File: src/rtl/crt_sync_gen_if.sv
// Raster timing bundle between the CRT timing generator (master) and the fetch/DAC stages (slave).
// pxclk/med_res flow into the generator; every other signal is a registered timing output.
interface crt_sync_gen_if;
  logic       pxclk;
  logic       med_res;
  logic [9:0] hpos;
  logic [8:0] vpos;
  logic       blank;
  logic       hsync_n;
  logic       vsync_n;
  logic       csync_n;
  logic       line_start;
  logic       frame_start;

  modport master (
    input  pxclk, med_res,
    output hpos, vpos, blank, hsync_n, vsync_n, csync_n, line_start, frame_start
  );

  modport slave (
    output pxclk, med_res,
    input  hpos, vpos, blank, hsync_n, vsync_n, csync_n, line_start, frame_start
  );
endinterface

File: src/rtl/crt_sync_gen.sv
// CRT raster counters and sync/blank decode; outputs registered from next-state counters, zero lag.
// No backpressure: pxclk=0 freezes all state. CRT_SYNC_SERRATION_EN selects serrated csync_n.
module crt_sync_gen #(
  parameter int H_ACTIVE = 384,
  parameter int H_FP     = 16,
  parameter int H_SYNC   = 32,
  parameter int H_BP     = 37,
  parameter int V_ACTIVE = 240,
  parameter int V_FP     = 4,
  parameter int V_SYNC   = 3,
  parameter int V_BP     = 15
) (
  input  logic           clk,
  input  logic           reset,
  crt_sync_gen_if.master crt
);

  localparam int H_TOT = H_ACTIVE + H_FP + H_SYNC + H_BP;
  localparam logic [8:0] V_LAST = 9'(V_ACTIVE + V_FP + V_SYNC + V_BP - 1);
  localparam logic [8:0] V_ACT  = 9'(V_ACTIVE);
  localparam logic [8:0] VS_BEG = 9'(V_ACTIVE + V_FP);
  localparam logic [8:0] VS_END = 9'(V_ACTIVE + V_FP + V_SYNC);

  logic [9:0] hc_q, hc_d;
  logic [8:0] vc_q, vc_d;
  logic       mode_q, mode_d;
  logic       blank_q, blank_d;
  logic       hsync_n_q, hsync_n_d;
  logic       vsync_n_q, vsync_n_d;
  logic       csync_n_q, csync_n_d;
  logic       line_start_q, line_start_d;
  logic       frame_start_q, frame_start_d;

  logic [9:0] htot_cur;
  logic [9:0] ha_nxt;
  logic [9:0] hs_beg;
  logic [9:0] hs_end;
  logic       hs_act;
  logic       vs_act;

  always_comb begin
    hc_d          = hc_q;
    vc_d          = vc_q;
    mode_d        = mode_q;
    line_start_d  = 1'b0;
    frame_start_d = 1'b0;
    htot_cur      = mode_q ? 10'(2 * H_TOT) : 10'(H_TOT);

    if (crt.pxclk) begin
      if (hc_q == htot_cur - 10'd1) begin
        hc_d         = '0;
        line_start_d = 1'b1;
        if (vc_q == V_LAST) begin
          vc_d          = '0;
          frame_start_d = 1'b1;
          mode_d        = crt.med_res;
        end else begin
          vc_d = vc_q + 9'd1;
        end
      end else begin
        hc_d = hc_q + 10'd1;
      end
    end

    // Decode against the mode that will own the next position, so the first
    // line after a frame wrap already uses the newly sampled timing.
    ha_nxt = mode_d ? 10'(2 * H_ACTIVE)                   : 10'(H_ACTIVE);
    hs_beg = mode_d ? 10'(2 * (H_ACTIVE + H_FP))          : 10'(H_ACTIVE + H_FP);
    hs_end = mode_d ? 10'(2 * (H_ACTIVE + H_FP + H_SYNC)) : 10'(H_ACTIVE + H_FP + H_SYNC);
    hs_act = (hc_d >= hs_beg) && (hc_d < hs_end);
    vs_act = (vc_d >= VS_BEG) && (vc_d < VS_END);

    blank_d   = blank_q;
    hsync_n_d = hsync_n_q;
    vsync_n_d = vsync_n_q;
    csync_n_d = csync_n_q;
    if (crt.pxclk) begin
      blank_d   = (hc_d >= ha_nxt) || (vc_d >= V_ACT);
      hsync_n_d = ~hs_act;
      vsync_n_d = ~vs_act;
`ifdef CRT_SYNC_SERRATION_EN
      csync_n_d = ~(hs_act ^ vs_act);
`else
      csync_n_d = ~hs_act & ~vs_act;
`endif
    end
  end

  always_ff @(posedge clk) begin
    if (reset) begin
      hc_q          <= '0;
      vc_q          <= '0;
      mode_q        <= 1'b0;
      blank_q       <= 1'b1;
      hsync_n_q     <= 1'b1;
      vsync_n_q     <= 1'b1;
      csync_n_q     <= 1'b1;
      line_start_q  <= 1'b0;
      frame_start_q <= 1'b0;
    end else begin
      hc_q          <= hc_d;
      vc_q          <= vc_d;
      mode_q        <= mode_d;
      blank_q       <= blank_d;
      hsync_n_q     <= hsync_n_d;
      vsync_n_q     <= vsync_n_d;
      csync_n_q     <= csync_n_d;
      line_start_q  <= line_start_d;
      frame_start_q <= frame_start_d;
    end
  end

  assign crt.hpos        = hc_q;
  assign crt.vpos        = vc_q;
  assign crt.blank       = blank_q;
  assign crt.hsync_n     = hsync_n_q;
  assign crt.vsync_n     = vsync_n_q;
  assign crt.csync_n     = csync_n_q;
  assign crt.line_start  = line_start_q;
  assign crt.frame_start = frame_start_q;

endmodule

File: src/flat_wrapper.sv
// flat-port wrapper written by rule: the top's interface ports become plain ports
module crt_sync_gen_flat 
#(
  parameter int H_ACTIVE = 384,
  parameter int H_FP     = 16,
  parameter int H_SYNC   = 32,
  parameter int H_BP     = 37,
  parameter int V_ACTIVE = 240,
  parameter int V_FP     = 4,
  parameter int V_SYNC   = 3,
  parameter int V_BP     = 15
)
  (clk, reset, crt_pxclk, crt_med_res, crt_hpos, crt_vpos, crt_blank, crt_hsync_n, crt_vsync_n, crt_csync_n, crt_line_start, crt_frame_start);
  crt_sync_gen_if crt_i ();
  input  logic clk;
  input  logic reset;
  input wire logic [$bits(crt_i.pxclk)-1:0] crt_pxclk;
  input wire logic [$bits(crt_i.med_res)-1:0] crt_med_res;
  output wire logic [$bits(crt_i.hpos)-1:0] crt_hpos;
  output wire logic [$bits(crt_i.vpos)-1:0] crt_vpos;
  output wire logic [$bits(crt_i.blank)-1:0] crt_blank;
  output wire logic [$bits(crt_i.hsync_n)-1:0] crt_hsync_n;
  output wire logic [$bits(crt_i.vsync_n)-1:0] crt_vsync_n;
  output wire logic [$bits(crt_i.csync_n)-1:0] crt_csync_n;
  output wire logic [$bits(crt_i.line_start)-1:0] crt_line_start;
  output wire logic [$bits(crt_i.frame_start)-1:0] crt_frame_start;
  assign crt_i.pxclk = crt_pxclk;
  assign crt_i.med_res = crt_med_res;
  assign crt_hpos = crt_i.hpos;
  assign crt_vpos = crt_i.vpos;
  assign crt_blank = crt_i.blank;
  assign crt_hsync_n = crt_i.hsync_n;
  assign crt_vsync_n = crt_i.vsync_n;
  assign crt_csync_n = crt_i.csync_n;
  assign crt_line_start = crt_i.line_start;
  assign crt_frame_start = crt_i.frame_start;
  crt_sync_gen #(.H_ACTIVE(H_ACTIVE), .H_FP(H_FP), .H_SYNC(H_SYNC), .H_BP(H_BP), .V_ACTIVE(V_ACTIVE), .V_FP(V_FP), .V_SYNC(V_SYNC), .V_BP(V_BP)) u_core (.clk(clk), .reset(reset), .crt(crt_i));
endmodule
File: config.mk
export PLATFORM = sky130hd
export DESIGN_NAME = crt_sync_gen_flat
export DESIGN_NICKNAME = d
export VERILOG_FILES = /design/src/rtl/crt_sync_gen_if.sv /design/src/rtl/crt_sync_gen.sv /design/src/flat_wrapper.sv
export SDC_FILE = /design/constraint.sdc
export NUM_CORES = 1
export LEC_CHECK = 0
export ABC_AREA = 1
export CAP_MARGIN = 20
export CORE_MARGIN = 2
export CORE_UTILIZATION = 40
export CTS_CLUSTER_DIAMETER = 200
export DETAILED_ROUTE_END_ITERATION = 12
export PLACE_DENSITY = 0.67
export SLEW_MARGIN = 40
export SYNTH_ARGS = -nofsm -noshare
export SYNTH_HDL_FRONTEND = slang
export SYNTH_SLANG_ARGS = --single-unit
File: constraint.sdc
create_clock -name clk -period 2.7 [get_ports clk]
set_input_delay 0.54 -clock clk [delete_from_list [all_inputs] [get_ports clk]]
set_output_delay 0.54 -clock clk [all_outputs]
set_load 0.05 [all_outputs]
## Word level (Yosys, flattened, before mapping)

Index checks and enable logic that the tools add are counted.

- Bits in registers: 26
- Output and inout bits: 25
- Input bits: 4
- Word-level logic and storage cells: 44

- Order comparisons: 6
- Mux-type cells: 14
- Equal/unequal tests: 2
- Reduce and logical (&&, ||, !) cells: 5
- $add $sub $neg: 3
- Bitwise logic cells: 5

Operators by type and width:

| kind | number |
|---|---|
| 10-bit two-way mux | 6 |
| 9-bit two-way mux | 3 |
| 10-bit greater-or-equal comparator | 2 |
| 9-bit by 8-bit greater-or-equal comparator with 1-bit output (second input constant) | 2 |
| 10-bit by 1-bit adder with 10-bit output (second input constant) | 1 |
| 10-bit equality test | 1 |
| 10-bit < comparator | 1 |
| 10-bit by 1-bit subtractor with 10-bit output (second input constant) | 1 |
| 9-bit by 1-bit adder with 9-bit output (second input constant) | 1 |
| 9-bit equality test (second input constant) | 1 |
| 9-bit by 8-bit < comparator with 1-bit output (second input constant) | 1 |
| 1-bit two-way mux | 5 |
| 1-bit inverter | 4 |
| 3-bit OR reduction | 1 |
| 1-bit logical AND | 2 |
| 2-bit OR reduction | 1 |
| 1-bit AND | 1 |
| 1-bit logical OR | 1 |

## Logic depth before layout (Yosys ltp)

- Word-level depth: 10
- Mapped depth: 20

## Least setup slack after synthesis

No wires, ideal clock.

- Kind: register -> register
- Start point: register u_core.hc_q[7] (netlist: u_core.crt.hpos[7])
- End point: register u_core.hsync_n_q (netlist: u_core.crt.hsync_n)
- Required time: 2.585 ns
- Period minus slack after synthesis: 2.644 ns
- Slack: 0.056 ns
- Stages on the path, launching flop included: 16
- Data arrival time: 2.529 ns
- Cell sequence: dfxtp_1 -> nand2_1 -> nor2_2 -> nand2_4 -> nor2_8 -> nand2_2 -> nand2_1 -> nand2_1 -> ha_1 -> inv_1 -> nor4_1 -> o21ai_0 -> nor2_1 -> a21oi_2 -> nor2_1 -> nand2_1

- Cells in the longest elaborated chain, start to end: 7
- Elaborated cells between the ends (all ways): 12
- Those cells by class: add/sub: 1; order compare: 2; eq/ne: 1; mux: 6; bitwise: 1; reduce/logical: 1

RTL lines:

| what | RTL line | source |
|---|---|---|
| start: declaration | crt_sync_gen.sv:24 | `logic [9:0] hc_q, hc_d;` |
| start signal: assignment | crt_sync_gen.sv:91 | `hc_q <= '0;` |
| start signal: assignment | crt_sync_gen.sv:101 | `hc_q <= hc_d;` |
| 10-bit equality test (*) | crt_sync_gen.sv:50 | `if (hc_q == htot_cur - 10'd1) begin` |
| 1-bit two-way mux (*) | crt_sync_gen.sv:50 |  |
| 1-bit two-way mux (*) | crt_sync_gen.sv:49 | `if (crt.pxclk) begin` |
| named net u_core.mode_d | crt_sync_gen.sv:26 | `logic mode_q, mode_d;` |
| 10-bit two-way mux, on equally long branches | crt_sync_gen.sv:68, crt_sync_gen.sv:69 |  |
| 10-bit greater-or-equal comparator / 10-bit < comparator (equally long branches) | crt_sync_gen.sv:70 | `hs_act = (hc_d >= hs_beg) && (hc_d < hs_end);` |
| 1-bit logical AND (*) | crt_sync_gen.sv:70 |  |
| 1-bit inverter (*) | crt_sync_gen.sv:79 | `hsync_n_d = ~hs_act;` |
| end signal: assignment | crt_sync_gen.sv:105 | `hsync_n_q <= hsync_n_d;` |
| end: declaration | crt_sync_gen.sv:28 | `logic hsync_n_q, hsync_n_d;` |

Mark *: on every way through the listed nets, which the timed path passes. The rest lies on a longest branch.
A chain may end at the register's enable or synchronous reset.

## Worst setup path in the final report

- Start point: register u_core.hc_q[4] (netlist: u_core.crt.hpos[4])
- End point: register u_core.csync_n_q (netlist: u_core.crt.csync_n)

- Cells in the longest elaborated chain, start to end: 8
- Elaborated cells between the ends (all ways): 19
- Those cells by class: add/sub: 1; order compare: 4; eq/ne: 1; mux: 8; bitwise: 3; reduce/logical: 2

RTL lines:

| what | RTL line | source |
|---|---|---|
| 10-bit equality test (*) | crt_sync_gen.sv:50 |  |
| 1-bit two-way mux (*) | crt_sync_gen.sv:50 |  |
| 1-bit two-way mux (*) | crt_sync_gen.sv:49 |  |
| named net u_core.mode_d | crt_sync_gen.sv:26 |  |
| 10-bit two-way mux, on equally long branches | crt_sync_gen.sv:68, crt_sync_gen.sv:69 |  |
| 10-bit greater-or-equal comparator / 10-bit < comparator (equally long branches) | crt_sync_gen.sv:70 |  |
| 1-bit logical AND (*) | crt_sync_gen.sv:70 |  |
| 1-bit inverter (*) | crt_sync_gen.sv:84 | `csync_n_d = ~hs_act & ~vs_act;` |
| 1-bit AND (*) | crt_sync_gen.sv:84 |  |
| end signal: assignment | crt_sync_gen.sv:107 | `csync_n_q <= csync_n_d;` |
| end: declaration | crt_sync_gen.sv:30 | `logic csync_n_q, csync_n_d;` |

Marked as above.

==> metrics.md <==
| Metric | Value |
|---|---|
| Status | finished clean |
| Hold_ws | 461.6 ps |
| Area delta synth->final | 34.22% |
| Initial antenna violation count | 0 |
| Max_cap viols | 0 |
| Startpoint types | flip-flop |
| Place WS | -286.5 ps |
| Post-Route WL | 4.145 mm |
| Final net count | 334 |
| Critical path's top delay family | simple AND/OR/NAND/NOR gates |
| Area post-placement | 2173 um2 |
| Crit path DAT | 2670 ps |
| Max-slew violations | 0 |
| Post-DP HPWL | 3.195 mm |
| Comb pwr share | 0.103 |
| Fill cells | 403 |
| Die height | 69.20 um |
| Clock Latency Late Sink | 280 ps |
| Global-route wire length before repair | 6.975 mm |
| DRT Pass-1 Iters | 4 |
| Endpoints failing hold | 0 |
| Worst Path Buf+Inv | 5 |
| Via count | 1,780 |
| Inserted Diodes | 0 |
| Port Buf Inserts | 28 |
| Design area | 2282 um2 |
| Critical Path Most Common Cell | nand2_1 |
| Worst Skew | 3.925 ps |
| Worst EP required | 2920 ps |
| RSZ-0062 raised after global routing | no |
| Die X | 69.20 um |
| Total CTS buffers | 3 |
| Tmin final | 2449 ps |
| Avg Inst Size Synth | 6.321 um2 |
| Total chip power | 734.9 uW |
| Placed Cells | 363 |
| Largest net degree at the start of global routing | 18 |
| CP max-delay cell | dfxtp_1 |
| Post-DRT Antenna Nets | 0 |
| Share of layout cells above drive strength 1 | 0.1594 |
| Core Region | 4058 um2 |
| F_max | 408.3 MHz |
| Total global-route track usage | 0.1775 |
| # IOs | 29 |
| Via density | 4.811 |
| GR Overflow Total | 0 |
| Slew at the pin closest to its max-slew limit | 691.9 ps |
| Worst Hold Class | flip-flop to flip-flop |
| Slowest Stage Delay on Critical Path | 370 ps |
| Kind of critical path | flip-flop to flip-flop |
| Int Power | 545.8 uW |
| Slew Limit Headroom | 0.5373 |
| CTS H-tree depth | 1 |
| Rows | 23 |
| Sw Share | 0.2573 |
| Power per cell area | 322.0 nW/um2 |
| Area of the multi-input gates | 994.7 um2 |
| # hold bufs at CTS | 0 |
| Synth warnings | 0 |
| Sequential area share after synthesis | 0.3061 |
| CTS tree | yes |
| # DRC | 0 |
| Final Non-Filler Cells | 370 |
| Clock power share | 0.360 |
| FF+latch count, synth | 26 |
| Post-layout util | 0.5624 |
| Initial Utilization | 0.4191 |
| Deepest clock path buffer count | 2 |
| Setup TNS | 0 ps |
| 1st-iter DRT viols | 140 |
| Mapped Area | 1700 um2 |
| Register area | 523.0 um2 |
| Routed len/inst | 11.20 um |
| Reg power frac | 0.537 |
| CP Cell Sequence | inv_1 -> nand2_1 -> nor2_1 -> nand2_1 -> nand2_4 -> nand2_4 -> nor2_8 -> nand2_2 -> nand2_1 -> nand2_1 -> inv_1 -> buf_4 -> ha_1 -> inv_1 -> a21oi_1 -> nand2_1 -> inv_1 -> nand2_1 -> a21oi_2 -> o21ai_1 -> nand2_1 |
| Gpl congestion | 0.8469 |
| Root buffer cell | clkbuf_8 |
| Cell variety after synth | 28 |
| CTS sink count | 26 |
| Clock-pin slew on the worst setup and hold paths | 100 ps |
| Die area | 4789 um2 |
| Setup ws final | 250.8 ps |
| Post-synth net total | 282 |
| Vias in the first global route | 1,576 |
| Worst vdd ir | 0.1557 mV |
| Gate Count Post-Synth | 269 |
| Crit-path max FO | 9 |
| NetSw | 189.1 uW |
| Final setup vio count | 0 |
| Worst setup EP type | flip-flop |
| Leakage power | 1.042 nW |
| Fin crit share | 0.9071 |
-- power groups by stage --
stage / logic [mW] / registers (mW) / clock network, mW
2_1_floorplan: 0.0258 / 0.423 / 0
5_1_grt: 0.0811 / 0.396 / 0.286
6_report: 0.0754 / 0.395 / 0.265
4_1_cts: 0.0754 / 0.395 / 0.272
3_5_place_dp: 0.0750 / 0.404 / 0
3_3_place_gp: 0.0744 / 0.404 / 0
-- placed cells by master (no fill, tap or decap) --
cell type	instances
dfxtp_2	2
inv_1	48
buf_4	24
ha_1	9
nor4_2	1
clkdlybuf4s50_1	27
nand3_4	1
nor2_1	40
dlymetal6s2s_1	1
dfxtp_1	24
clkbuf_8	4
xor2_1	2
or2_2	1
nand3b_1	1
nor3_2	1
nor2_4	1
a21oi_2	2
o21ai_1	4
a21oi_1	9
nor3_1	3
nand2_1	69
nor4_1	1
inv_2	1
nand3_1	14
o21ai_0	4
nand2_4	2
nand4_1	13
nor2_2	6
nor3b_2	1
nor2_8	1
nand2_2	2
nand3_2	1
-- per-layer routing --
layer	share of wire	GRT usage	vias to the layer above
met5	0	0	-
met4	0.015	0.05447	0
met3	0.048	0.02907	6
met2	0.44	0.2767	38
met1	0.50	0.2507	794
li1	-	-	942
-- what timing repair did --
item	4_1_cts	5_1_grt
endpoints found under the setup margin	0	3
setup buffers	0	3
gates resized for setup	0	11
-- cells by family (layout without fill, tap and decap cells) --
logic type	after synthesis	after routing	synth area share
simple gates	159	159	0.4327
buf+inv	54	105	0.1243
flops	26	26	0.3061
compound gates	19	19	0.06033
fa+ha+maj	9	9	0.06623
xor+xnor	2	2	0.01030
-- final cells by class --
class / count / area share
Multi-Input combinational cell: 189 / 0.4359
Sequential cell: 26 / 0.2292
Inverter: 49 / 0.08059
Timing Repair Buffer: 52 / 0.2029
Tap cell: 50 / 0.02741
Clock buffer: 4 / 0.02412
-- cells in the mapped netlist --
cell / instances / area [um2]
nand3_2: 1 / 10.01
nor3b_1: 1 / 7.510
nand2_2: 1 / 6.260
dfxtp_1: 26 / 520.5
nand3_4: 1 / 17.52
nor2_8: 1 / 20.02
nand4_1: 13 / 81.33
clkbuf_1: 3 / 11.26
nor3_1: 3 / 15.01
nand2_1: 70 / 262.8
nor4_1: 2 / 12.51
nor2_2: 4 / 25.02
a21oi_2: 2 / 17.52
nand3b_1: 1 / 7.510
buf_2: 1 / 5.000
nand3_1: 14 / 70.07
nor2_1: 43 / 161.4
ha_1: 9 / 112.6
inv_2: 1 / 3.750
xor2_1: 2 / 17.52
buf_6: 1 / 11.26
a21oi_1: 9 / 45.04
inv_1: 48 / 180.2
nor3_2: 1 / 10.01
nand2_4: 2 / 22.52
o21ai_0: 5 / 25.02
o21ai_1: 3 / 15.01
or2_2: 1 / 6.260
-- worst paths after layout --
check	start	endpoint	slack (ps)	depth (start not counted)
max reg2reg	u_core.crt.hpos[4]$_SDFF_PP0_	u_core.crt.csync_n$_SDFFE_PP1P_	250	21
min	u_core.crt.hsync_n$_SDFFE_PP1P_	u_core.crt.hsync_n$_SDFFE_PP1P_	460	2
min reg2reg	u_core.crt.hsync_n$_SDFFE_PP1P_	u_core.crt.hsync_n$_SDFFE_PP1P_	460	2
max	u_core.crt.hpos[4]$_SDFF_PP0_	u_core.crt.csync_n$_SDFFE_PP1P_	250	21
-- flip-flops by register name, summed over array words and instances, names as in the netlist --
name / cells
u_core.crt.hpos: 10
u_core.crt.frame_start: 1
u_core.crt.csync_n: 1
u_core.crt.blank: 1
u_core.crt.vsync_n: 1
u_core.crt.hsync_n: 1
u_core.crt.vpos: 9
u_core.mode_q: 1
u_core.crt.line_start: 1
-- worst register-to-register path, delay by kind of cell, from the launching register on --
family / cells / cell delay [ps]
AOI/OAI and AO/OA: 3 / 340
adders and majority gates: 1 / 130
buffers and inverters: 5 / 550
DFF: 1 / 370
and+or+nand+nor: 12 / 1020
Note: power is estimated with default switching activity, not from simulation.
